===== src/rtl/rf_riscv_mp.sv =====
// Parametrised multi-port integer register file; x0 reads as zero and has no storage.
// Define RF_SCOREBOARD_EN to add per-register busy bits for a dual-issue core.
module rf_riscv_mp #(
  parameter int XLEN   = 32,
  parameter int NREGS  = 32,
  parameter int NRD    = 2,
  parameter int NWR    = 1,
  parameter int BYPASS = 1,
  parameter int AW     = 5
) (
  input  logic                clk_i,
  input  logic                rst_ni,
  input  logic [NRD*AW-1:0]   read_addr_i,
  input  logic [NWR-1:0]      write_enable_i,
  input  logic [NWR*AW-1:0]   write_addr_i,
  input  logic [NWR*XLEN-1:0] write_data_i,
`ifdef RF_SCOREBOARD_EN
  input  logic [NWR-1:0]      issue_valid_i,
  input  logic [NWR*AW-1:0]   issue_addr_i,
  output logic [NRD-1:0]      busy_o,
`endif
  output logic [NRD*XLEN-1:0] read_data_o
);

  localparam logic [31:0] NREGS_U = 32'(NREGS);

  function automatic logic addr_ok(input logic [AW-1:0] a);
    return (a != '0) && (32'(a) < NREGS_U);
  endfunction

  logic [XLEN-1:0] regs_q [1:NREGS-1];

  // Per-register write select; later ports override earlier ones so port 1 wins a collision.
  for (genvar gi = 1; gi < NREGS; gi++) begin : g_reg
    logic [XLEN-1:0] reg_d;

    always_comb begin
      reg_d = regs_q[gi];
      for (int j = 0; j < NWR; j++) begin
        if (write_enable_i[j] && (write_addr_i[j*AW +: AW] == AW'(gi))) begin
          reg_d = write_data_i[j*XLEN +: XLEN];
        end
      end
    end

    always_ff @(posedge clk_i or negedge rst_ni) begin
      if (!rst_ni) begin
        regs_q[gi] <= '0;
      end else begin
        regs_q[gi] <= reg_d;
      end
    end
  end

  for (genvar gi = 0; gi < NRD; gi++) begin : g_rd
    logic [AW-1:0]   ra;
    logic [XLEN-1:0] stored;
    logic [XLEN-1:0] rd;

    assign ra = read_addr_i[gi*AW +: AW];

    // Only addresses 1..NREGS-1 match, so x0 and out-of-range reads fall through to zero.
    always_comb begin
      stored = '0;
      for (int r = 1; r < NREGS; r++) begin
        if (ra == AW'(r)) begin
          stored = regs_q[r];
        end
      end
    end

    if (BYPASS != 0) begin : g_byp
      // Forwarding is suppressed in reset so the port reads zero throughout.
      always_comb begin
        rd = stored;
        if (rst_ni && addr_ok(ra)) begin
          for (int j = 0; j < NWR; j++) begin
            if (write_enable_i[j] && (write_addr_i[j*AW +: AW] == ra)) begin
              rd = write_data_i[j*XLEN +: XLEN];
            end
          end
        end
      end
    end else begin : g_nobyp
      assign rd = stored;
    end

    assign read_data_o[gi*XLEN +: XLEN] = rd;
  end

`ifdef RF_SCOREBOARD_EN
  logic busy_q [1:NREGS-1];

  // A new issue outranks a writeback on the same edge: the newer producer owns the register.
  for (genvar gi = 1; gi < NREGS; gi++) begin : g_busy
    logic iss_hit;
    logic wb_hit;

    always_comb begin
      iss_hit = 1'b0;
      wb_hit  = 1'b0;
      for (int j = 0; j < NWR; j++) begin
        if (issue_valid_i[j] && (issue_addr_i[j*AW +: AW] == AW'(gi))) begin
          iss_hit = 1'b1;
        end
        if (write_enable_i[j] && (write_addr_i[j*AW +: AW] == AW'(gi))) begin
          wb_hit = 1'b1;
        end
      end
    end

    always_ff @(posedge clk_i or negedge rst_ni) begin
      if (!rst_ni) begin
        busy_q[gi] <= 1'b0;
      end else if (iss_hit) begin
        busy_q[gi] <= 1'b1;
      end else if (wb_hit) begin
        busy_q[gi] <= 1'b0;
      end
    end
  end

  for (genvar gi = 0; gi < NRD; gi++) begin : g_busy_rd
    always_comb begin
      busy_o[gi] = 1'b0;
      for (int r = 1; r < NREGS; r++) begin
        if (read_addr_i[gi*AW +: AW] == AW'(r)) begin
          busy_o[gi] = busy_q[r];
        end
      end
    end
  end
`endif

endmodule


===== config.mk =====
export PLATFORM = sky130hd
export DESIGN_NAME = rf_riscv_mp
export DESIGN_NICKNAME = d
export VERILOG_FILES = /design/src/rtl/rf_riscv_mp.sv
export SDC_FILE = /design/constraint.sdc
export NUM_CORES = 2
export LEC_CHECK = 0
export ABC_AREA = 1
export CAP_MARGIN = 5
export CORE_MARGIN = 5
export CORE_UTILIZATION = 60
export DETAILED_ROUTE_END_ITERATION = 6
export GPL_TIMING_DRIVEN = 0
export HOLD_SLACK_MARGIN = 0.06
export MAX_ROUTING_LAYER = met4
export PLACE_DENSITY = 0.84
export SYNTH_ARGS = -nofsm -noshare
export SYNTH_HDL_FRONTEND = slang
export SYNTH_SLANG_ARGS = --single-unit

===== constraint.sdc =====
create_clock -name clk_i -period 3.1 [get_ports clk_i]
set_input_delay 0.465 -clock clk_i [delete_from_list [all_inputs] [get_ports clk_i]]
set_output_delay 0.465 -clock clk_i [all_outputs]
set_load 0.02 [all_outputs]

; ---- Word level (Yosys, flattened, before mapping)
; Cells that the tools add are included.
[totals]
reg_bits = 992
[op_classes]
eq_ne = 95
muxes = 66
reduce_logical = 37
[op_table]
columns = cell, n
row1 = $mux 32, 66
row2 = $eq 5x5->1 const B, 48
row3 = $eq 5x4->1 const B, 24
row4 = $eq 5x3->1 const B, 12
row5 = $logic_and 1x1->1, 35
row6 = $eq 5x2->1 const B, 6
row7 = $eq 5x1->1 const B, 3
row8 = $eq 5x5->1, 2
row9 = $reduce_bool 5->1, 2

; ---- Depth between registers and ports, before layout
[depth]
word_depth = 34
depth_mapped = 24
mapped_depth_nobuf = 22

; ---- Worst setup path after synthesis
; Ideal clock, no wire load.
[synth_timing]
kind = input to output
from = in read_addr_i[2]
to = out read_data_o[8]
arrival_ns = 2.484
t_required_ns = 2.635
setup_slack_ns = 0.151
cell_stages = 18
cell_sequence = buf_4 -> nor2_4 -> buf_2 -> nand2_1 -> nor2_2 -> inv_1 -> clkbuf_1 -> o21ai_0 -> inv_1 -> nand4_1 -> nand2_1 -> nand4_1 -> nand2_1 -> nand4_1 -> nor2_1 -> nand4_1 -> nand2_1 -> a21oi_1
[synth_between]
elab_chain_cells = 34
[synth_lines]
columns = item, line_no
row1 = start: declaration, 13  ; input logic [NRD*AW-1:0] read_addr_i,
row2 = $eq 5x1->1, 66  ; if (ra == AW'(r)) begin
row3 = $mux 32 (31 in series), 66
row4 = $mux 32, 78  ; if (write_enable_i[j] && (write_addr_i[j*AW +: AW] == ra)) begin
row5 = $mux 32 *, 76  ; if (rst_ni && addr_ok(ra)) begin
row6 = end: declaration, 22  ; output logic [NRD*XLEN-1:0] read_data_o
; Mark *: on every way between the ends. The rest lies on a longest branch, timed or not.

; ---- Worst setup path in the final report
[layout_timing]
from = in read_addr_i[1]
to = out read_data_o[18]
; The elaborated chain is that of the path after synthesis.

==> flow_summary.toml <==
[yosys]
synth_cell_types = 33
synth.most_common_cell = "nand2_1"
synth_edf_count = 0
synthAdderAreaFrac_pct = 0
synth_top_cell_by_area = "dfrtp_1"
synth_compound_area_share_pct = 13.0
ys_ff_latch = 992
synth_top_cell_area_share_pct = 46.9
postSynth.asyncResetShare_pct = 100
yosys.area_share.simple_pct = 31.6
synthXorXnorAreaFrac_pct = 0.0165
synth.yosys.warnings = 0
syn_area_per_cell_um2 = 7.03
syn-cell-area_um2 = 52900
synth_top_flop_cell = "dfrtp_1"
synth_fp_nets = 7575
syn_inst = 7525
synth-seq-area-share_pct = 46.9
synth_top_family_by_area = "simple AND/OR/NAND/NOR gates"
yosys-top-cells-count = "2808 x nand2_1, 1119 x o21ai_0, 992 x dfrtp_1"
synthMuxAreaShare_pct = 0
synthTopCellsByArea = "dfrtp_1 47%, nand2_1 20%, o21ai_0 11%"

[sta]
finalClockSkew_ns = 0
setup_violations = 64
fmax_ghz = 0.213
post-route-worst-setup-slack_ns = -1.59
rsz0062_at_grt = "true"
fin_crit_ns = 4.69
worst_pin_slew_ns = 1.48
relSlewSlack_pct = 0.645
hold_violations = 0
fin_crit_sh_pct = 151
report.final.slew_viol_count = 0

[layout]
drive_gt1_share_pct = 15.2
area_growth_pct = 19.5
largestRegisters = "regs_q: 992 flops"
largest_reg_flops = 992
fillers = 7143
nets = 7894
fin_util_pct = 71.9
multi_input_area_um2 = 26100
seqCellArea_um2 = 24800
instances_no_fill = 9127
final_area_um2 = 63200
largest_register = "regs_q"

[global_route]
gr-total-overflow = 0
grt_use_total_pct = 50.6
grt_pass1_vias = 54200
grt_antenna_before_repair = 20
grt_max_degree = 125
grt_pass1_wl_um = 344000

[status]
outcome = "finished, violations left"
violations = "DRC, capacitance limit, setup timing"

[critical_path]
start_kind = "primary input"
cp-end-kind = "primary output"
crit_fanout = 5
crit_type = "primary input to primary output"
required_ns = 2.63
crit_arrival_ns = 4.23
timing.rr.start = "regs_q[950]$_DFFE_PN0P_"
crit_start = "read_addr_i[1]"

[detailed_routing]
drc = 18
ant_nets = 0
dr.pass1.iters = 7
vias = 58500
viasPerCell = 6.41
wl_per_cell_um = 26.5
first_iter_violations = 10100
drt_wl_total_um = 242000

[floorplan]
fp-row-count = 109
core_area_um2 = 88000
initial_core_util_pct = 60.2
die_area_um2 = 94200
chipWidth_um = 307
dieHeight_um = 307
io_pins = 114

[placement]
place_congestion = 1.05
place_inst = 8808
io_buffers = 108
placed_cell_area_um2 = 55700
pre_cts_ws_ns = -2.86
hpwlAfterDp_um = 171000

[power]
powerDensity_nw_per_um2 = 604
power_mw = 38.2
ir_drop_v = 0.000642
power.leakage_nw = 29.1

[cts]
cts.sinks = 992
cts_max_level = 3
clk_path_buf_depth = 3
clock_latency_ns = 0.72
tritoncts = "done"
clk_pin_slew_worst_paths_ns = 0.07
cts_root_buf = "clkbuf_16"
numCtsBuffers = 106

[hold_path]
min_path_type = "primary input to asynchronous set/reset pin"

[flow_run]
drv_cap = 1
==> layout by cell type, fill, tap and decap left out, types with 33 or more instances in the layout <==
cell,instances
clkbuf_16,109
inv_2,47
inv_1,563
buf_6,83
dfrtp_1,991
or2_1,33
nor2_1,283
clkdlybuf4s50_1,38
clkbuf_2,36
nor2_4,50
nand2_1,2604
nor2_2,167
buf_2,39
buf_4,94
nand4_1,417
a21oi_1,197
clkbuf_1,418
o21ai_0,1109
nand2_2,184
nand3_2,102
or2_2,68
==> layout make-up <==
class | count | share of cell area [%]
Multi-Input combinational cell | 5382 | 41.2
Buffer | 528 | 3.93
Sequential cell | 992 | 39.3
Clock buffer | 151 | 4.89
Clock inverter | 47 | 0.948
Inverter | 622 | 3.74
Antenna cell | 28 | 0.111
Tap cell | 1165 | 2.31
Timing Repair Buffer | 212 | 3.61
==> power breakdown <==
group | total, mW | internal, mW | leakage, nW | switching [mW]
clock | 13.7 | 7.94 | 1.83 | 5.72
sequential | 17.3 | 15.4 | 12.9 | 1.96
combinational | 7.22 | 2.34 | 14.4 | 4.88
total | 38.2 | 25.6 | 29.1 | 12.6
==> cell families (layout without fill, tap and decap cells) <==
family	Yosys count	count (layout)
simple gates	4013	4013
compound gates	1368	1368
buf+inv	1151	1560
flops	992	992
xor+xnor	1	1
other cells	0	28
==> per-layer routing <==
| metal | global-route usage (%) | share of wire (%) | vias to the layer above |
|---|---|---|---|
| met2 | 72.1 | 42 | 4822 |
| met3 | 16.8 | 14 | 1315 |
| met5 | - | 0 | - |
| met1 | 60.2 | 34 | 27500 |
| met4 | 36.4 | 9.7 | 0 |
| li1 | - | - | 24800 |
==> critical path, stage by stage <==
cell	delay (ns)
buf_12	0.13
inv_4	0.05
nor2_1	0.05
buf_6	0.14
nand3_4	0.10
inv_4	0.07
buf_6	0.13
nand2_1	0.07
nand2_1	0.07
nor2_2	0.15
nand4_1	0.22
nand2_2	0.15
nand4_1	0.12
nand2_2	0.14
nand3_2	0.08
nand2_2	0.10
nand4_1	0.36
nand2_1	0.16
nand4_1	0.26
nand2_1	0.19
nand4_1	0.20
nor2_2	0.19
nand4_1	0.24
nand2_1	0.17
a21oi_2	0.06
buf_4	0.16
==> timing repair <==
item	CTS	global route
resized for setup	935	368
pin swaps	721	761
setup endpoints to repair	64	64
gates cloned	0	4
endpoints found under the hold margin	64	180
hold buffers	4	1
buffers inserted	29	58
==> stage by stage <==
step	setup TNS, ns	hold slack [ns]
floorplan	0	0.169
global placement	-	0.465
detailed placement	-164.19	0.458
CTS	-83.69	0.441
global route	-83.17	0.507
finish	-83.54	0.458
==> worst paths after layout <==
check	endpoint	slack, ns	depth (start not counted)
max	read_data_o[18]	-1.59	26
min	regs_q[912]$_DFFE_PN0P_	0.46	4
max reg2reg	regs_q[950]$_DFFE_PN0P_	2.12	4
min reg2reg	regs_q[778]$_DFFE_PN0P_	0.49	2
max in group asynchronous	regs_q[340]$_DFFE_PN0P_	0.51	6
min in group clk_i	regs_q[778]$_DFFE_PN0P_	0.49	2
No activity file was read; power rests on OpenSTA's default activity.
